--- config.mk ---
export PLATFORM = sky130hd
export DESIGN_NAME = t05_bitstream_arbiter
export DESIGN_NICKNAME = d
export VERILOG_FILES = /design/src/rtl/t05_bitstream_arbiter.sv
export SDC_FILE = /design/constraint.sdc
export NUM_CORES = 1
export LEC_CHECK = 0
export BUFFER_PORTS_ARGS = -buffer_cell sky130_fd_sc_hd__buf_2
export CORE_UTILIZATION = 46
export CTS_BUF_LIST = sky130_fd_sc_hd__clkbuf_4
export DETAILED_ROUTE_END_ITERATION = 6
export GPL_TIMING_DRIVEN = 0
export PLACE_DENSITY = 0.7
export SLEW_MARGIN = 25
export SYNTH_ARGS = -nofsm -noshare
export SYNTH_HDL_FRONTEND = slang
export SYNTH_SLANG_ARGS = --single-unit
--- constraint.sdc ---
create_clock -name clk -period 5.1 [get_ports clk]
set_clock_uncertainty 0.2 [all_clocks]
set_input_delay 0.255 -clock clk [delete_from_list [all_inputs] [get_ports clk]]
set_output_delay 0.255 -clock clk [all_outputs]
set_load 0.05 [all_outputs]
--- src/rtl/t05_bitstream_arbiter.sv ---
// Two-source serial bit arbiter: grants header or codeword producer, packs bits
// MSB-first into bytes, buffers them in a small FIFO and drains to SPI.
module t05_bitstream_arbiter #(
    parameter int unsigned FIFO_DEPTH = 4,
    parameter int unsigned CNT_W      = 24
) (
    input  logic             clk,
    input  logic             nrst,
    input  logic             hdr_enable,
    input  logic             hdr_bit,
    input  logic             hdr_finish,
    input  logic             cw_enable,
    input  logic             cw_bit,
    input  logic             cw_finish,
    input  logic             flush,
    input  logic             spi_ready,
    output logic             spi_valid,
    output logic [7:0]       spi_byte,
    output logic [1:0]       owner,
    output logic [2:0]       last_bits,
    output logic [CNT_W-1:0] bits_written,
    output logic             err_collision,
    output logic             err_overflow,
    output logic             done
);

    localparam int unsigned PTR_W = $clog2(FIFO_DEPTH);
    localparam int unsigned PW    = PTR_W + 1;

    typedef enum logic [2:0] {
        S_IDLE,
        S_HDR,
        S_CW,
        S_FLUSH,
        S_DRAIN,
        S_DONE
    } state_t;

    state_t          state;
    state_t          state_next;
    logic            hdr_fin_q;
    logic            cw_fin_q;
    logic            flush_pend;
    logic [7:0]      sr;
    logic [2:0]      bit_cnt;
    logic [7:0]      mem [FIFO_DEPTH];
    logic [PW-1:0]   wr_ptr;
    logic [PW-1:0]   rd_ptr;

    logic            acc;
    logic            acc_bit;
    logic            coll;
    logic            flush_go;
    logic            push;
    logic [7:0]      push_data;
    logic            pop;
    logic            full;
    logic            fifo_empty;
    logic            push_ok;
    logic            ovf;
    logic [PW-1:0]   wr_next;
    logic [PW-1:0]   rd_next;
    logic [7:0]      head_next;
    logic            hdr_rise;
    logic            cw_rise;

    // owner code for a given state
    function automatic logic [1:0] owner_of(input state_t s);
        case (s)
            S_IDLE:  owner_of = 2'b00;
            S_HDR:   owner_of = 2'b01;
            S_CW:    owner_of = 2'b10;
            default: owner_of = 2'b11;
        endcase
    endfunction

    assign hdr_rise = hdr_finish & ~hdr_fin_q;
    assign cw_rise  = cw_finish & ~cw_fin_q;

    // state register
    always_ff @(posedge clk or negedge nrst) begin
        if (!nrst) begin
            state <= S_IDLE;
        end else begin
            state <= state_next;
        end
    end

    // grant / next-state decode and which bit (if any) is accepted this cycle
    always_comb begin
        state_next = state;
        acc        = 1'b0;
        acc_bit    = 1'b0;
        coll       = 1'b0;
        flush_go   = 1'b0;
        case (state)
            S_IDLE: begin
                if (flush || flush_pend) begin
                    state_next = S_FLUSH;
                end else if (hdr_enable) begin
                    acc        = 1'b1;
                    acc_bit    = hdr_bit;
                    coll       = cw_enable;
                    state_next = S_HDR;
                end else if (cw_enable) begin
                    acc        = 1'b1;
                    acc_bit    = cw_bit;
                    state_next = S_CW;
                end
            end
            S_HDR: begin
                acc     = hdr_enable;
                acc_bit = hdr_bit;
                coll    = cw_enable;
                if (hdr_rise) state_next = S_IDLE;
            end
            S_CW: begin
                acc     = cw_enable;
                acc_bit = cw_bit;
                coll    = hdr_enable;
                if (cw_rise) state_next = S_IDLE;
            end
            S_FLUSH: begin
                flush_go   = 1'b1;
                state_next = S_DRAIN;
            end
            S_DRAIN: begin
                if (fifo_empty) state_next = S_DONE;
            end
            S_DONE: begin
                state_next = S_DONE;
            end
            default: state_next = S_IDLE;
        endcase
    end

    // byte assembly, FIFO pointer arithmetic and next head byte
    always_comb begin
        push      = 1'b0;
        push_data = 8'h00;
        if (acc && bit_cnt == 3'd7) begin
            push      = 1'b1;
            push_data = {sr[6:0], acc_bit};
        end else if (flush_go && bit_cnt != 3'd0) begin
            push      = 1'b1;
            push_data = sr << (4'd8 - {1'b0, bit_cnt});
        end
        fifo_empty = (wr_ptr == rd_ptr);
        full       = (wr_ptr[PTR_W] != rd_ptr[PTR_W]) &&
                     (wr_ptr[PTR_W-1:0] == rd_ptr[PTR_W-1:0]);
        pop        = spi_valid && spi_ready;
        push_ok    = push && (!full || pop);
        ovf        = push && full && !pop;
        rd_next    = rd_ptr + PW'(pop);
        wr_next    = wr_ptr + PW'(push_ok);
        if (rd_next == wr_next) begin
            head_next = 8'h00;
        end else if (rd_next == wr_ptr) begin
            head_next = push_data;
        end else begin
            head_next = mem[rd_next[PTR_W-1:0]];
        end
    end

    // FIFO storage; contents are don't-care until written
    always_ff @(posedge clk) begin
        if (push_ok) mem[wr_ptr[PTR_W-1:0]] <= push_data;
    end

    // datapath, counters, flags and registered outputs
    always_ff @(posedge clk or negedge nrst) begin
        if (!nrst) begin
            hdr_fin_q     <= 1'b0;
            cw_fin_q      <= 1'b0;
            flush_pend    <= 1'b0;
            sr            <= 8'h00;
            bit_cnt       <= 3'd0;
            wr_ptr        <= '0;
            rd_ptr        <= '0;
            spi_valid     <= 1'b0;
            spi_byte      <= 8'h00;
            owner         <= 2'b00;
            last_bits     <= 3'd0;
            bits_written  <= '0;
            err_collision <= 1'b0;
            err_overflow  <= 1'b0;
            done          <= 1'b0;
        end else begin
            hdr_fin_q <= hdr_finish;
            cw_fin_q  <= cw_finish;
            if (state == S_FLUSH) begin
                flush_pend <= 1'b0;
            end else if (flush && (state == S_HDR || state == S_CW)) begin
                flush_pend <= 1'b1;
            end
            if (acc) begin
                sr      <= {sr[6:0], acc_bit};
                bit_cnt <= bit_cnt + 3'd1;
                if (bits_written != '1) bits_written <= bits_written + CNT_W'(1);
            end
            if (flush_go) begin
                sr        <= 8'h00;
                bit_cnt   <= 3'd0;
                last_bits <= bit_cnt;
            end
            wr_ptr        <= wr_next;
            rd_ptr        <= rd_next;
            spi_valid     <= (rd_next != wr_next);
            spi_byte      <= head_next;
            owner         <= owner_of(state_next);
            done          <= (state_next == S_DONE);
            err_collision <= err_collision | coll;
            err_overflow  <= err_overflow | ovf;
        end
    end

endmodule

==> results.tsv, run 1 <==
stage	metric	value	unit
drt	Detailed Route WL	8810	µm
sta	Tmin final	3463	ps
clock_tree	Clock Pin Slew Worst Setup and Hold Paths	170	ps
drt	drt initial violations	160	
synth	XOR/XNOR share of the synthesized area	6.626	%
clock_tree	worst-skew pair later-pin latency	440	ps
worst_hold_path	HP Class	in2async	
floorplan	Die Width	100.8	µm
drt	DRC	0	
setup_path	Startpoint Class	register	
drt	via density per instance	5.465	
pwr	Power, Total	2.925	mW
placement	RD Place Congestion	0.8367	
pwr	pwr dens	572.5	nW/µm²
placement	post-DP HPWL	6173	µm
setup_path	reg2reg start	state[1]	
cells_and_area	Multi-input gate area	1862	µm²
pwr	switching pwr	1.322	mW
synth	YS warnings	0	
floorplan	Die ar.	10170	µm²
global_routing	GRT Residual Overflow	0	
pwr	Pleak	2.159	nW
clock_tree	Post CTS Setup Buffer Count	0	
clock_tree	Clock Tree Buf Depth	2	
sta	fmax	0.2888	GHz
setup_path	cells on worst reg2reg path	12	
setup_path	arrival time of the worst setup path	3650	ps
setup_path	r2r setup slk	1640	ps
clock_tree	CTS H-tree lvls	3	
pwr	Net Sw Frac	45.18	%
pwr	combinational group share of total power	49.0	%
cells_and_area	most frequent cells in the layout	dfrtp_1, buf_2, nand2_1	
global_routing	Tot GR Track Use	19.26	%
cells_and_area	layout cells sized above 1	22.69	%
setup_path	crit path max fanout	9	
cells_and_area	# nets final	446	
floorplan	die height	100.8	µm
synth	async set or reset register ratio after synthesis	66.67	%
global_routing	initial antenna violation count	0	
synth	main combinational cell family by area after synthesis	simple AND/OR/NAND/NOR gates	
synth	Synth Area in Adders	2.506	%
clock_tree	Sink Count	96	
synth	post-synthesis area per instance	12.45	µm²
placement	PortBufs	50	
synth	Post-Synth Simple-Gate Area	14.78	%
sta	RSZ-0062 raised after global routing	no	
sta	final hold vios	0	
drt	DRT antenna net count	0	
floorplan	I/O pins	51	
setup_path	Critical Path End Type	register	
setup_path	Crit path required time	5290	ps
drt	drt wl/cell	15.70	µm
sta	setup TNS	0	ps
floorplan	num rows	35	
setup_path	critical path launch point	state[1]	
pwr	P_int	1.604	mW
synth	Post-synth EDFFs	32	
floorplan	Initial Util	47.96	%
floorplan	Core Box Area	9371	µm²
sta	measured slew at the worst slew-check pin	738.3	ps
synth	top-area cell type share of the netlist area	35.63	%
synth	post-synthesis sequential area ratio	57.02	%
cells_and_area	Ant. Diodes	0	
sta	Worst slew margin	50.57	%
cells_and_area	register area	2562	µm²
cells_and_area	Area growth, synth to finish	13.70	%
pwr	maximum VDD drop	397.7	µV
global_routing	vias in the first global route	3082	
pwr	Flop pwr share	38.1	%
sta	Max Slew Vio Count	0	
setup_path	Setup crit end	spi_byte[7]	
synth	synth unique cells	57	
synth	register bit total from synthesis	96	
setup_path	reg2reg end	spi_byte[7]	
synth	top_reg_cell synth	dfrtp_1	
synth	cell taking the most area after synthesis	dfrtp_1	
cells_and_area	FILL cells	842	
pwr	clock network power share	12.9	%
global_routing	first-pass GRT wire length	15070	µm
synth	post-synthesis compound-gate area fraction	10.41	%
synth	Net Count, Synth	380	
synth	Synth area leaders	dfrtp_1, edfxtp_1, mux4_2	
drt	DR pass1 iterations	4	
sta	Final setup viols	0	
sta	crit share post-route	67.90	%
drt	vias	3066	
clock_tree	CTS buffer count	9	
clock_tree	clk root buf	clkbuf_4	
synth	mux cell area share after synthesis	6.765	%
global_routing	largest net degree at the start of global routing	42	
synth	post-synthesis cell area	4494	µm²
setup_path	Crit Path Category	reg2reg	
clock_tree	CTS tree	done	
job	Max-Cap Viols	0	
status	status	finished, final reports clean	
synth	Cells after Synth	361	
cells_and_area	commonest non-fill, non-tap cell in the layout	dfrtp_1	
-- timing repair --
action                    in CTS  in global routing
resized for setup              0                  0
hold endpoints to repair      70                  0
hold buffers                   4                  0
-- worst min path at each step --
stage                  to
3_3_place_gp     cw_fin_q
2_1_floorplan  bit_cnt[0]
6_report        hdr_fin_q
5_1_grt         hdr_fin_q
4_1_cts         hdr_fin_q
3_5_place_dp     owner[1]
-- per-layer routing --
| metal | wire length, µm | GRT usage, % | vias up | share of wire (%) |
|---|---|---|---|---|
| li1 | - | - | 1476 | - |
| met5 | 0 | 0 | - | 0 |
| met3 | 308 | 4.230 | 2 | 3.5 |
| met4 | 37 | 5.240 | 0 | 0.42 |
| met2 | 4404 | 33.09 | 67 | 50 |
| met1 | 4060 | 24.68 | 1521 | 46 |
-- cell usage after synthesis (2+ instances only) --
library cell	count
clkbuf_1	8
a22oi_1	4
edfxtp_1	32
nor3_1	13
a32o_1	10
mux2i_1	9
nor4_1	2
ha_1	9
and2_1	5
a21oi_1	7
o2bb2ai_1	3
nand3_1	15
nor2_1	21
xor2_1	17
nand2b_1	4
dfrtp_1	64
nand4_1	8
buf_2	5
a2bb2oi_1	2
nand2_1	37
nor2b_1	4
and4_1	2
o21bai_1	3
or3_1	2
xnor2_1	17
o21ai_0	10
nand3b_1	2
mux4_2	9
inv_1	5
o21a_1	2
nor3b_1	3
o31ai_1	2
-- area by class of cell --
cell class,instances,area share [%]
clock inverters,7,1.151
repair buffers,55,6.121
flip-flops and latches,96,50.15
plain buffers,14,1.298
multi-input cells,246,36.43
well taps,129,3.159
clock buffers,9,1.322
inverters,5,0.3673
-- registers in the layout, summed over array words and instances, names as in the netlist --
register	count
bit_cnt	3
bits_written	24
cw_fin_q	1
done	1
err_collision	1
err_overflow	1
flush_pend	1
hdr_fin_q	1
last_bits	3
mem	32
owner	2
rd_ptr	3
spi_byte	8
spi_valid	1
sr	8
state	3
wr_ptr	3
-- per-stage QoR --
stage	instances	hold slack, ps	setup slack, ps	utilization [%]	area (µm²)
global placement	540	174.1	1763	52.35	4906
floorplan	361	-240.6	2006	-	4494
detailed placement	541	-15.96	1651	52.75	4943
finish	561	37.72	1637	54.53	5110
global route	561	2.693	1452	54.53	5110
CTS	561	6.668	1639	54.53	5110
-- worst max-delay path, stage by stage (launching register included) --
cell and delay, ps:
dfrtp_1 490, o21bai_2 240, a32o_2 350, and2_1 190
buf_6 130, o21ai_2 260, inv_1 90, ha_1 190
ha_1 300, xor2_1 200, nor3_1 80, nor2_1 490
a32o_1 210
-- logic make-up (layout without fill, tap and decap cells) --
kind of cell / Yosys count / after routing
AOI/OAI and AO/OA: 58 / 58
xor gates and xnor gates: 34 / 34
adders and majority gates: 9 / 9
and+or+nand+nor: 126 / 126
DFF: 96 / 96
buffers and inverters: 19 / 90
muxes: 19 / 19
-- power groups by stage --
stage               Clock, mW  Combinational (mW)  Sequential (mW)
floorplan                   0               0.863             1.36
global placement            0                1.40             1.12
detailed placement          0                1.43             1.13
CTS                     0.397                1.44             1.11
global route            0.427                1.57             1.14
finish                  0.377                1.43             1.11
Power figures use the tool's default switching activity.
==> run 2, diff against run 1 <==
- clock period: 5.1 -> 3.3 ns (I/O delays scaled with it)
==> run 2 against run 1 <==
Global-route usage is 0.17 points higher. Core utilization is 1.3 points higher. Die area stayed put. Sequential power is 55% higher. Total power is 60% higher. Register-to-register slack worse by 1500 ps. Largest cell class unchanged.
==> results.tsv, run 2 (synthesis results as in run 1) <==
stage	metric	value	unit	change
status	status	finished, final reports clean		
sta	crit share post-route	96.05	%	+28 points
setup_path	Setup crit end	spi_byte[7]		
global_routing	initial antenna violation count	0		unchanged
cells_and_area	Final Cell Area	5235	µm²	+2.4%
setup_path	crit path max fanout	8		-1
floorplan	Die ar.	10170	µm²	unchanged
placement	PortBufs	50		unchanged
global_routing	Tot GR Track Use	19.43	%	+0.17 points
setup_path	Buf+Inv Stages, Crit Path	2		unchanged
floorplan	I/O pins	51		unchanged
clock_tree	worst-skew pair later-pin latency	450	ps	about the same
setup_path	Critical Path End Type	register		
floorplan	num rows	35		unchanged
placement	post-DP HPWL	6173	µm	unchanged
pwr	Pleak	2.205	nW	+2.1%
cells_and_area	commonest non-fill, non-tap cell in the layout	dfrtp_1		
drt	vias	3101		+1.1%
setup_path	cells on worst reg2reg path	11		-1
clock_tree	Clock Pin Slew Worst Setup and Hold Paths	170	ps	about the same
setup_path	Crit path required time	3460	ps	-1830 ps
cells_and_area	# nets final	457		+2.5%
clock_tree	clk root buf	clkbuf_4		
clock_tree	Sink Count	96		unchanged
clock_tree	Clock Tree Buf Depth	2		unchanged
setup_path	CP Depth	11		-1
pwr	maximum VDD drop	626.2	µV	+57%
worst_hold_path	HP Class	in2reg		
setup_path	arrival time of the worst setup path	3330	ps	-320 ps
global_routing	first-pass GRT wire length	15220	µm	+1.0%
placement	RD Place Congestion	0.8367		unchanged
drt	DRC	0		unchanged
cells_and_area	Area growth, synth to finish	16.48	%	
sta	Max Slew Vio Count	0		unchanged
cells_and_area	Non-Filler Instances	572		+2.0%
drt	drt wl/cell	15.72	µm	+0.13%
sta	fmax	0.3155	GHz	+9.2%
setup_path	max incr delay on CP	680	ps	+190 ps
sta	RSZ-0062 raised after global routing	no		
cells_and_area	Ant. Diodes	0		unchanged
setup_path	r2r setup slk	130	ps	-1510 ps
setup_path	reg2reg start	wr_ptr[0]		
sta	Tmin final	3170	ps	-293.0 ps
clock_tree	CTS tree	done		
drt	Detailed Route WL	8994	µm	+2.1%
clock_tree	CTS buffer count	9		unchanged
pwr	pwr dens	893.5	nW/µm²	+56%
setup_path	critical path launch point	wr_ptr[0]		
cells_and_area	layout cells sized above 1	25.28	%	+2.6 points
global_routing	largest net degree at the start of global routing	42		unchanged
setup_path	reg2reg end	spi_byte[7]		
placement	Placed Cells	541		unchanged
cells_and_area	most frequent cells in the layout	dfrtp_1, buf_2, nand2_1		
clock_tree	CTS H-tree lvls	3		unchanged
sta	setup TNS	0	ps	unchanged
drt	DRT antenna net count	0		unchanged
drt	via density per instance	5.421		-0.80%
sta	Final setup viols	0		unchanged
job	Max-Cap Viols	0		unchanged
drt	DR pass1 iterations	4		unchanged
placement	placed cell area	4943	µm²	unchanged
sta	final hold vios	0		unchanged
global_routing	GRT Residual Overflow	0		unchanged
setup_path	Startpoint Class	register		
floorplan	Die Width	100.8	µm	unchanged
floorplan	Initial Util	47.96	%	unchanged
pwr	Power, Total	4.678	mW	+60%
setup_path	slowest CP cell	or4b_2		
setup_path	Crit Path Category	reg2reg		
cells_and_area	max reg flops	32		unchanged
drt	drt initial violations	156		-2.5%
global_routing	vias in the first global route	3118		+1.2%
sta	Worst slew margin	50.23	%	-0.33 points
worst_hold_path	HP Start	cw_bit		
setup_path	CP Cell Sequence	xor2_1 > or4b_2 > o21ai_4 > inv_1 > ha_1 > ha_1 > xor2_1 > nor3_2 > nor2_2 > buf_4 > a32o_1		
sta	measured slew at the worst slew-check pin	743.2	ps	+4.967 ps
setup_path	Top Family by Delay on Critical Path	simple AND/OR/NAND/NOR gates		
floorplan	Core Box Area	9371	µm²	unchanged
floorplan	die height	100.8	µm	unchanged
[run 2: worst min path at each step]
stage | cells past startpoint | slack [ps] | end
after CTS | 4 | 10 | sr[0]
after global routing | 4 | 40 | sr[0]
after floorplan | 0 | -330 | bit_cnt[0]
after global placement | 1 | 80 | cw_fin_q
final | 4 | 50 | sr[0]
after detailed placement | 1 | -110 | owner[1]
[run 2: report_power, final]
group	internal, mW	switching, mW	leakage, nW
clock	0.170	0.417	0.0696
combinational	0.886	1.49	1.01
sequential	1.50	0.215	1.12
total	2.56	2.12	2.20
[run 2: per-layer routing]
metal / vias to the layer above / share of wire, % / wire length [µm] / GRT usage (%)
met3: 6 / 3.7 / 330 / 4.369
li1: 1500 / - / - / -
met5: - / 0 / 0 / 0
met4: 0 / 0.73 / 66 / 5.351
met1: 1531 / 46 / 4095 / 24.77
met2: 64 / 50 / 4501 / 33.40
[run 2: worst reg2reg max path, cell delays in order, from the launching register on]
cell and delay, ps:
dfrtp_2 510, xor2_1 180, or4b_2 680, o21ai_4 130, inv_1 80, ha_1 190
ha_1 300, xor2_1 180, nor3_2 200, nor2_2 50, buf_4 180, a32o_1 210
[run 2: final cells by class]
type / count / area, µm²
Clock inverter: 7 / 58.81
Clock buffer: 9 / 67.56
Buffer: 13 / 61.31
Tap cell: 129 / 161.4
Timing Repair Buffer: 66 / 405.4
Inverter: 5 / 18.77
Fill cell: 830 / 4136
Multi-Input combinational cell: 247 / 1896
Sequential cell: 96 / 2566
[run 2: repair_timing]
item / 4_1_cts / 5_1_grt
pin swaps: 0 / 3
endpoints found under the hold margin: 74 / 0
cloned: 0 / 1
buffers inserted: 0 / 5
resized for setup: 3 / 7
endpoints found under the setup margin: 8 / 8
hold buffers: 10 / 0
[run 2: through the flow]
| stage | hold WS [ps] | util, % | setup WS (ps) |
|---|---|---|---|
| 2_1_floorplan | -330.6 | - | 205.8 |
| 3_3_place_gp | 84.10 | 52.35 | -36.70 |
| 3_5_place_dp | -106.0 | 52.75 | -149.4 |
| 4_1_cts | 12.30 | 55.30 | 59.99 |
| 5_1_grt | 43.70 | 55.86 | 8.694 |
| 6_report | 48.50 | 55.86 | 130.4 |
==> run 3, diff against run 2 <==
- CORE_ASPECT_RATIO: default -> 0.5
- SETUP_SLACK_MARGIN: default -> 0.2
==> run 3 against run 2 <==
Non-clock buffer count increased by 4. Worst hold slack worse by 30 ps. Worst setup slack better by 250 ps. Combinational power up 6%. First-iteration DRC count up 58%. Flip-flop and latch count unchanged. Total power grew 2.2%. Die area up 0.24%. Maximum frequency rose by 8.4%. Sequential power about the same. Critical path type unchanged. Largest cell class unchanged.
==> results.tsv, run 3 (synthesis results as in run 1) <==
stage	metric	value	unit	change
sta	Worst slew margin	50.00	%	-0.23 points
drt	vias	3163		+2.0%
global_routing	Tot GR Track Use	19.32	%	-0.11 points
cells_and_area	# nets final	461		+0.88%
setup_path	Startpoint Class	register		
floorplan	Initial Util	47.42	%	-0.54 points
clock_tree	Clock Tree Buf Depth	2		unchanged
global_routing	largest net degree at the start of global routing	49		+17%
drt	drt initial violations	247		+58%
clock_tree	clk root buf	clkbuf_4		
setup_path	Critical Path End Type	register		
setup_path	arrival time of the worst setup path	3070	ps	-260 ps
pwr	switching pwr	2.144	mW	+1.3%
cells_and_area	layout cells sized above 1	27.52	%	+2.2 points
cells_and_area	register area	2567	µm²	about the same
drt	drt wl/cell	15.79	µm	+0.39%
pwr	Flop pwr share	35.8	%	-1.0 points
global_routing	initial antenna violation count	0		unchanged
drt	DRT antenna net count	0		unchanged
sta	Max Slew Vio Count	0		unchanged
floorplan	Die Width	141.8	µm	+41%
pwr	Pleak	2.233	nW	+1.3%
setup_path	r2r setup slk	380	ps	+250 ps
pwr	combinational group share of total power	52.5	%	+1.8 points
worst_hold_path	HP Class	in2async		
floorplan	I/O pins	51		unchanged
global_routing	vias in the first global route	3004		-3.7%
sta	setup TNS	0	ps	unchanged
sta	fmax	0.3420	GHz	+8.4%
placement	post-DP HPWL	6055	µm	-1.9%
clock_tree	Clock Pin Slew Worst Setup and Hold Paths	150	ps	-20 ps
sta	final hold vios	0		unchanged
status	status	finished, final reports clean		
drt	Detailed Route WL	9187	µm	+2.1%
pwr	P_int	2.637	mW	+3.0%
floorplan	die height	71.90	µm	-29%
setup_path	Crit Path Category	reg2reg		
cells_and_area	Area growth, synth to finish	18.57	%	
setup_path	crit path max fanout	10		+2
floorplan	Die ar.	10190	µm²	+0.24%
cells_and_area	Ant. Diodes	0		unchanged
pwr	maximum VDD drop	482.9	µV	-23%
setup_path	Crit path required time	3440	ps	-20 ps
cells_and_area	commonest non-fill, non-tap cell in the layout	dfrtp_1		
cells_and_area	FILL cells	816		-1.7%
sta	worst setup margin	376.1	ps	+245.7 ps
floorplan	num rows	25		-29%
sta	measured slew at the worst slew-check pin	746.7	ps	+3.499 ps
job	Max-Cap Viols	0		unchanged
pwr	pwr dens	897.3	nW/µm²	+0.42%
placement	RD Place Congestion	0.8161		-2.5%
cells_and_area	most frequent cells in the layout	dfrtp_1, buf_2, nand2_1		
clock_tree	worst-skew pair later-pin latency	450	ps	about the same
sta	Final setup viols	0		unchanged
drt	DR pass1 iterations	4		unchanged
placement	PortBufs	50		unchanged
cells_and_area	Multi-input gate area	1941	µm²	+2.4%
drt	via density per instance	5.435		+0.25%
setup_path	reg2reg start	bit_cnt[0]		
global_routing	first-pass GRT wire length	15120	µm	-0.68%
sta	RSZ-0062 raised after global routing	no		
cells_and_area	max reg flops	32		unchanged
setup_path	critical path launch point	bit_cnt[0]		
clock_tree	CTS H-tree lvls	3		unchanged
global_routing	GRT Residual Overflow	0		unchanged
floorplan	Core Box Area	9478	µm²	+1.1%
clock_tree	CTS tree	done		
clock_tree	CTS buffer count	9		unchanged
sta	crit share post-route	88.60	%	-7.4 points
pwr	Net Sw Frac	44.85	%	-0.41 points
placement	dpl ws	-150.5	ps	-1.063 ps
pwr	clock network power share	11.7	%	-0.8 points
clock_tree	Sink Count	96		unchanged
drt	DRC	0		unchanged
sta	Tmin final	2924	ps	-245.7 ps
run 3: changes by cell type in the layout (fill, tap and decap cells not counted), moves of 2 or more:
cell / previous run / this run
buf_4: 6 / 9
ha_1: 9 / 6
ha_4: 0 / 2
inv_6: 4 / 2
nor2_2: 3 / 1
nor2_4: 0 / 2
run 3: worst paths after layout:
path                               endpoint  cells past startpoint
setup / recovery                spi_byte[0]                     14
hold / removal                     cw_fin_q                      3
setup reg to reg                spi_byte[0]                     14
hold reg to reg               err_collision                      1
max in group asynchronous  bits_written[23]                      3
min in group clk                      sr[0]                      5
run 3: power by group through the flow:
stage | registers, mW | logic [mW] | clock network [mW]
after floorplan | 2.11 | 1.33 | 0
after global placement | 1.73 | 2.18 | 0
after detailed placement | 1.74 | 2.21 | 0
after CTS | 1.70 | 2.32 | 0.588
after global routing | 1.75 | 2.70 | 0.639
final | 1.71 | 2.51 | 0.561
run 3: worst max-delay path, cell delays in order, from the launching register on:
cell and delay [ps]:
dfrtp_1 400, buf_2 160, buf_6 160, inv_2 80
ha_2 190, ha_4 150, nor2_4 50, o21ai_4 160
inv_1 60, ha_1 210, ha_4 220, xor2_1 170
nor2_2 170, nand2_2 130, a32o_2 310
run 3: metrics by stage:
stage	utilization [%]	hold slack [ps]	area, µm²	cells	total power [mW]
global route	56.22	18.68	5329	582	5.087
detailed placement	52.32	-149.1	4959	547	3.948
global placement	51.84	87.01	4913	546	3.917
CTS	55.17	7.709	5229	576	4.608
finish	56.22	18.73	5329	582	4.781
floorplan	-	-330.6	4494	361	3.440
run 3: timing repair:
| action | in CTS | in global routing |
|---|---|---|
| setup endpoints to repair | 9 | 12 |
| hold buffers | 10 | 0 |
| pin swaps | 4 | 5 |
| buffers inserted | 3 | 5 |
| endpoints found under the hold margin | 77 | 0 |
| gates cloned | 0 | 1 |
| resized for setup | 9 | 16 |
run 3: per-layer routing:
metal,track usage (%),vias up,part of all wire [%]
li1,-,1511,-
met1,26.20,1573,48
met2,31.03,70,47
met3,4.422,9,3.9
met4,6.930,0,0.99
met5,0,-,0
run 3: area by class of cell:
cell class / instances / share of cell area (%)
Sequential cell: 96 / 48.18
Tap cell: 135 / 3.170
Clock inverter: 6 / 0.8218
Clock buffer: 10 / 1.409
Inverter: 5 / 0.3522
Buffer: 14 / 1.385
Timing Repair Buffer: 69 / 8.265
Multi-Input combinational cell: 247 / 36.42
